===== config.mk =====
export PLATFORM = sky130hd
export DESIGN_NAME = bcd_down_timer
export DESIGN_NICKNAME = d
export VERILOG_FILES = /design/src/rtl/bcd_down_timer.sv
export SDC_FILE = /design/constraint.sdc
export NUM_CORES = 1
export LEC_CHECK = 0
export CAP_MARGIN = 0
export CORE_UTILIZATION = 40
export CTS_BUF_LIST = sky130_fd_sc_hd__clkbuf_16
export DETAILED_ROUTE_END_ITERATION = 16
export PLACE_DENSITY_LB_ADDON = 0.15
export SLEW_MARGIN = 20
export SYNTH_ARGS = -nofsm -noshare
export SYNTH_HDL_FRONTEND = slang
export SYNTH_SLANG_ARGS = --single-unit

===== constraint.sdc =====
create_clock -name clk -period 1.9 [get_ports clk]
set_clock_uncertainty 0.1 [all_clocks]
set_input_delay 0.38 -clock clk [delete_from_list [all_inputs] [get_ports clk]]
set_output_delay 0.38 -clock clk [all_outputs]
set_load 0.02 [all_outputs]

===== src/rtl/bcd_down_timer.sv =====
// Multi-digit BCD countdown timer: loads a sanitized BCD preset, counts down
// with digit-wise borrow, pulses done on expiry and can auto-reload the preset.
module bcd_down_timer #(
  parameter int DIGITS = 2
) (
  input  logic                clk,
  input  logic                reset,
  input  logic                load,
  input  logic [4*DIGITS-1:0] preset,
  input  logic                start,
  input  logic                pause,
  input  logic                reload_en,
  output logic [4*DIGITS-1:0] count,
  output logic                busy,
  output logic                done,
  output logic                bcd_err,
  output logic [1:0]          dbg_state
);

  localparam int W = 4 * DIGITS;

  typedef enum logic [1:0] {
    IDLE  = 2'd0,
    RUN   = 2'd1,
    PAUSE = 2'd2
  } state_e;

  state_e         state_q;
  logic [W-1:0]   count_q;
  logic           done_q;
  logic           bcd_err_q;

  logic [W-1:0]   preset_san;
  logic           preset_bad;
  logic [W-1:0]   count_dec;
  logic           borrow;
  logic           count_is_one;
  logic           count_is_zero;
  logic           preset_is_zero;

  // Out-of-range digits clamp to 9 so count can never hold a non-BCD digit.
  always_comb begin
    preset_san = preset;
    preset_bad = 1'b0;
    for (int i = 0; i < DIGITS; i++) begin
      if (preset[4*i +: 4] > 4'd9) begin
        preset_san[4*i +: 4] = 4'd9;
        preset_bad           = 1'b1;
      end
    end
  end

  // Ripple the borrow upward: a zero digit wraps to 9 and keeps borrowing.
  always_comb begin
    count_dec = count_q;
    borrow    = 1'b1;
    for (int i = 0; i < DIGITS; i++) begin
      if (borrow) begin
        if (count_q[4*i +: 4] == 4'd0) begin
          count_dec[4*i +: 4] = 4'd9;
        end else begin
          count_dec[4*i +: 4] = count_q[4*i +: 4] - 4'd1;
          borrow              = 1'b0;
        end
      end
    end
  end

  assign count_is_one   = (count_q == W'(1));
  assign count_is_zero  = (count_q == '0);
  assign preset_is_zero = (preset_san == '0);

  always_ff @(posedge clk or negedge reset) begin
    if (!reset) begin
      state_q   <= IDLE;
      count_q   <= '0;
      done_q    <= 1'b0;
      bcd_err_q <= 1'b0;
    end else begin
      done_q <= 1'b0;
      if (load) begin
        count_q   <= preset_san;
        bcd_err_q <= preset_bad;
        state_q   <= IDLE;
      end else begin
        case (state_q)
          IDLE: begin
            if (start && !count_is_zero) state_q <= RUN;
          end
          RUN: begin
            if (pause) begin
              state_q <= PAUSE;
            end else if (count_is_one) begin
              done_q <= 1'b1;
              if (reload_en && !preset_is_zero) begin
                count_q <= preset_san;
              end else begin
                count_q <= '0;
                state_q <= IDLE;
              end
            end else begin
              count_q <= count_dec;
            end
          end
          PAUSE: begin
            if (!pause) state_q <= RUN;
          end
          default: state_q <= IDLE;
        endcase
      end
    end
  end

  assign count     = count_q;
  assign busy      = (state_q != IDLE);
  assign done      = done_q;
  assign bcd_err   = bcd_err_q;
  assign dbg_state = state_q;

endmodule

==> impl_metrics.yaml, run 1 <==
timing:
  period_share_pct: 103
  hold_viol: 0
  finalWorstSetupSlack_ns: -0.0562
  rsz0062_at_grt: "yes"
  finalSetupViolations: 5
  totalNegativeSetupSlack_ns: -0.196
  fmax_mhz: 511
  relSlewSlack_pct: 59.5
  worstMarginPinSlew_ns: 0.606
  drv_slew: 0
  post-route-min-period_ns: 1.96
  hold-worst-slack_ns: 0.424
clock_network:
  post_cts_buffers: 0
  clock_path_buffers: 2
  cts_max_level: 1
  cts_hold_buf: 0
  cts_tree: "yes"
  clk_latency_ns: 0.24
  cts-root-buf: "clkbuf_16"
  cts_sinks: 12
  clkSlewWorstSetupHoldPaths_ns: 0.04
  cts_made_buffers: 3
worst_setup_path:
  worstSetupPathType: "flop to flop"
  crit_fanout: 8
  worst_ep_arrival_time_ns: 1.98
  cp-start-kind: "flop"
  endpoint_kind: "flop"
  required_ns: 1.92
power:
  finalPower_mw: 1.05
  ir_worst_vdd_v: 0.000453
  p_leak_nw: 0.567
  p_per_area_nw_per_um2: 724
global_route:
  antenna_found_initial: 0
  overflow: 0
  grt_usage_pct: 24.7
  grt_pass1_wl_um: 3880
  grt_max_degree: 25
  grt_pass1_vias: 854
floorplan:
  initial_core_util_pct: 43.0
  coreArea_um2: 1960
  die-area_um2: 2300
  io-pin-count: 27
  rows: 16
  die_y_um: 47.9
  fp.dieW_um: 47.9
drt:
  ant_nets: 0
  drtPass1Iterations: 4
  routed_via_density: 5.31
  drtIter0Drc: 12
  drt_wl_total_um: 2480
  routedWlPerCell_um: 14.4
  vias: 913
  drc_errors: 0
synth:
  synth_warnings: 0
  synth_nets: 108
  async_flop_share_pct: 100
  synth.distinct_cells: 36
  synth-seq-cells: 12
  ys_seq_area_share_pct: 35.6
  synth_edf_count: 0
  yosys_most_used_dff: "dfrtp_1"
  avgSynthCellArea_um2: 8.97
  syn_inst: 94
  syn_area_um2: 843
place:
  io_buffers: 26
  gp_congestion: 0.779
  post-place-ws_ns: -0.254
  dp_hpwl_um: 1780
  placed_area_um2: 1350
final_layout:
  area_growth_pct: 71.2
  nets: 161
  final_layout_size_suffix_gt1_share_pct: 33.1
  design_area_um2: 1440
  antenna_cells: 0
min_path:
  hold_class: "input pin to asynchronous set/reset pin"
outcome:
  status: "finished, violations left"
  violations: "negative setup slack"
flow_run:
  drv_cap: 0
## final timing paths
kind	from	endpoint	slack [ns]	depth (start not counted)
max	count[4]	count[5]	-0.06	5
min	reset	count[6]	0.42	1
max reg2reg	count[4]	count[5]	-0.06	5
min reg2reg	bcd_err	bcd_err	0.44	2
max in group asynchronous	reset	count[1]	0.84	1
min in group clk	bcd_err	bcd_err	0.44	2
## sequential cells by signal, summed over array words and instances (netlist names)
signal / cells
count: 8
dbg_state: 2
bcd_err: 1
done: 1
## cell families (layout without fill, tap and decap cells)
kind of cell | count (synthesis) | after routing | share of synthesized area (%)
AO/OA/AOI/OAI | 33 | 33 | 30.3
flip-flops | 12 | 12 | 35.6
buffers and inverters | 8 | 59 | 3.71
AND/OR/NAND/NOR | 36 | 36 | 24.8
XOR/XNOR | 3 | 3 | 3.12
multiplexers | 2 | 2 | 2.52
## synth_stat cells (2+ instances only)
library cell | count | area [µm²]
xnor2_1 | 3 | 26.3
nor3b_1 | 2 | 15.0
nor4_1 | 3 | 18.8
o32ai_1 | 2 | 17.5
nor3_1 | 3 | 15.0
o21ai_0 | 9 | 45.0
clkbuf_1 | 2 | 7.51
o21a_1 | 2 | 15.0
dfrtp_1 | 12 | 300
a31o_1 | 3 | 26.3
o31ai_1 | 2 | 15.0
nor2_1 | 7 | 26.3
nand2_1 | 5 | 18.8
nand2b_1 | 4 | 25.0
or2_2 | 3 | 18.8
a21oi_1 | 5 | 25.0
a31oi_1 | 2 | 12.5
nor2b_1 | 3 | 18.8
inv_1 | 5 | 18.8
## routing by layer
layer	global-route usage, %	vias to the layer above	wire length (µm)
met5	0	-	0
met4	10.6	0	61
met3	3.77	9	56
met2	39.5	19	1240
met1	32.9	431	1120
li1	-	454	-
## cell type report
cell class	instances	area [µm²]
Fill cell	167	518
Inverter	5	18.8
Sequential cell	12	305
Clock buffer	3	75.1
Tap cell	27	33.8
Multi-Input combinational cell	74	548
Timing Repair Buffer	51	463
## worst max-delay path: stages, from the launching register on
cell and delay, ns:
dfrtp_2 0.40, or4_4 0.61, a2111oi_4 0.33, buf_6 0.18, a31o_1 0.17, a21oi_2 0.05
## cell usage in the layout, fill, tap and decap left out, types with 3 or more instances in the layout
| cell type | synthesis | final |
|---|---|---|
| a21oi_1 | 5 | 3 |
| a21oi_2 | 1 | 3 |
| a31o_1 | 3 | 3 |
| buf_4 | 0 | 23 |
| clkbuf_16 | 0 | 3 |
| clkdlybuf4s50_1 | 0 | 25 |
| dfrtp_1 | 12 | 8 |
| dfrtp_2 | 0 | 4 |
| inv_1 | 5 | 5 |
| nand2_1 | 5 | 5 |
| nand2b_1 | 4 | 4 |
| nor2_1 | 7 | 7 |
| nor2b_1 | 3 | 3 |
| nor3_1 | 3 | 3 |
| o21ai_0 | 9 | 9 |
| or2_2 | 3 | 3 |
| xnor2_1 | 3 | 3 |
## per-stage QoR
stage | utilization [%] | std cells
CTS | 72.6 | 172
global route | 73.6 | 172
floorplan | - | 94
global placement | 68.6 | 169
finish | 73.6 | 172
detailed placement | 68.6 | 169
## power by group
| group | total, mW | switching (mW) | internal (mW) |
|---|---|---|---|
| clock | 0.388 | 0.113 | 0.275 |
| combinational | 0.359 | 0.177 | 0.182 |
| sequential | 0.299 | 0.0160 | 0.283 |
## what timing repair did
action	4_1_cts	5_1_grt
setup endpoints to repair	6	7
pin swaps	2	4
gates resized for setup	2	4
No activity file was read; power rests on OpenSTA's default activity.
==> run 2, diff against run 1 <==
--- a/config.mk
+++ b/config.mk
@@ -5,7 +5,7 @@
 export SDC_FILE = /design/constraint.sdc
 export NUM_CORES = 1
 export LEC_CHECK = 0
-export CAP_MARGIN = 0
+export CAP_MARGIN = 5
 export CORE_UTILIZATION = 40
 export CTS_BUF_LIST = sky130_fd_sc_hd__clkbuf_16
 export DETAILED_ROUTE_END_ITERATION = 16
==> constraint.sdc (replaced) <==
create_clock -name clk -period 1.9 [get_ports clk]
set_clock_uncertainty 0.1 [all_clocks]
set_input_delay 0.38 -clock clk [delete_from_list [all_inputs] [get_ports clk]]
set_output_delay 0.38 -clock clk [all_outputs]
set_load 0.05 [all_outputs]
==> run 2 against run 1 <==
Global-route usage down 0.98 points. Sequential share of layout area down 0.051 points. Non-clock buffer count rose by 3. Largest power group is now combinational logic. Register-to-register slack hardly changed. The flow still finishes with violations (negative setup slack). Final area is 1.5% higher. Hold slack lost 0.0066 ns. Largest cell class unchanged.
==> impl_metrics.yaml, run 2 (synthesis results as in run 1) <==
floorplan:
  rows: 16
  fp.dieW_um: 47.9
  initial_core_util_pct: 43.0
  io-pin-count: 27
  die-area_um2: 2300
  coreArea_um2: 1960
  die_y_um: 47.9
timing:
  post-route-min-period_ns: 1.96
  rsz0062_at_grt: "yes"
  totalNegativeSetupSlack_ns: -0.216
  worstMarginPinSlew_ns: 0.590
  drv_slew: 0
  period_share_pct: 103
  hold-worst-slack_ns: 0.417
  relSlewSlack_pct: 60.5
  finalSetupViolations: 6
  hold_viol: 0
  finalWorstSetupSlack_ns: -0.0621
  fmax_mhz: 510
clock_network:
  cts_made_buffers: 3
  cts_sinks: 12
  clock_path_buffers: 2
  cts_hold_buf: 0
  cts_tree: "yes"
  cts_max_level: 1
  cts-root-buf: "clkbuf_16"
  clk_latency_ns: 0.24
  clkSlewWorstSetupHoldPaths_ns: 0.05
final_layout:
  multi_input_area_um2: 558
  regArea_um2: 309
  largest_reg_flops: 8
  fillerInstances: 150
  layout_common_cells: "buf_4 (38), clkdlybuf4s50_1 (13), o21ai_0 (9), dfrtp_2 (7), nor2_1 (6)"
  final_layout_size_suffix_gt1_share_pct: 44.3
  antenna_cells: 0
  area_growth_pct: 73.7
  nets: 164
  final_common_cell: "buf_4"
drt:
  routedWlPerCell_um: 13.5
  ant_nets: 0
  routed_via_density: 5.35
  vias: 941
  drt_wl_total_um: 2370
  drc_errors: 0
  drtPass1Iterations: 4
  drtIter0Drc: 19
power:
  finalPower_mw: 1.12
  clock_power_share_pct: 35.0
  p_per_area_nw_per_um2: 765
  p_leak_nw: 0.607
  combPwrFrac_pct: 38.5
  power_switching_mw: 0.375
  swShare_pct: 33.5
  ir_worst_vdd_v: 0.000519
  pwr-share-seq_pct: 26.5
  p_int_mw: 0.746
outcome:
  violations: "negative setup slack"
  status: "finished, violations left"
worst_setup_path:
  endpoint_kind: "flop"
  crit_slowest_cell: "or4_4"
  required_ns: 1.94
  worst_ep_arrival_time_ns: 2.01
  cp_cell_sequence: "or4_4 > buf_12 > a2111oi_4 > a21oi_2 > o32ai_2"
  cpLargestDelayFamily: "compound AO/OA/AOI/OAI gates"
  critPathMaxStageDelay_ns: 0.60
  path_buf_inv: 1
  worstSetupPathType: "flop to flop"
  reg2reg_slack_ns: -0.06
  crit_fanout: 4
  cp-start-kind: "flop"
global_route:
  grt_pass1_wl_um: 3740
  antenna_found_initial: 0
  grt_usage_pct: 23.7
  grt_max_degree: 25
  grt_pass1_vias: 868
  overflow: 0
flow_run:
  drv_cap: 0
place:
  gp_congestion: 0.773
  dp_hpwl_um: 1770
  io_buffers: 26
min_path:
  hold_class: "input pin to asynchronous set/reset pin"
## run 2: worst paths after layout
path                            startpoint  endpoint  cells past startpoint
worst max-delay path              count[4]  count[1]                      5
worst min register to register     bcd_err   bcd_err                      2
worst max register to register    count[4]  count[1]                      5
worst min-delay path                 reset  count[6]                      1
max in group asynchronous            reset  count[0]                      1
min in group clk                   bcd_err   bcd_err                      2
## run 2: final cells by class
class / count / area share, %
tap: 27 / 2.31
multi-input combinational: 74 / 38.1
timing repair buffer: 54 / 31.9
clock buffer: 3 / 5.12
clock inverter: 1 / 0.256
inverter: 5 / 1.28
sequential: 12 / 21.1
## run 2: layer usage
layer | up-vias | wire length [µm] | GRT usage, %
met4 | 0 | 10 | 8.33
met3 | 2 | 101 | 3.40
li1 | 472 | - | -
met1 | 445 | 1060 | 31.1
met5 | - | 0 | 0
met2 | 22 | 1200 | 39.5
## run 2: power groups by stage
stage | Combinational [mW] | Clock (mW) | Sequential (mW)
after global placement | 0.401 | 0 | 0.300
after CTS | 0.422 | 0.395 | 0.297
after floorplan | 0.134 | 0 | 0.406
after global routing | 0.463 | 0.410 | 0.299
after detailed placement | 0.407 | 0 | 0.301
final | 0.431 | 0.393 | 0.297
## run 2: repair_timing
| action | in CTS | in global routing |
|---|---|---|
| cloned | 0 | 0 |
| setup buffers | 2 | 0 |
| pin swaps | 2 | 1 |
| hold endpoints to repair | 0 | 0 |
| endpoints found under the setup margin | 6 | 9 |
| resized for setup | 2 | 6 |
## run 2: through the flow
step                      cells  area [µm²]  utilization (%)  setup WS (ns)
after floorplan              94         873                -         -0.194
after global placement      170        1320             67.3         -0.337
after detailed placement    170        1320             67.3         -0.394
after CTS                   176        1430             73.1        -0.0758
after global routing        176        1470             74.7         -0.127
final                       176        1470             74.7        -0.0621
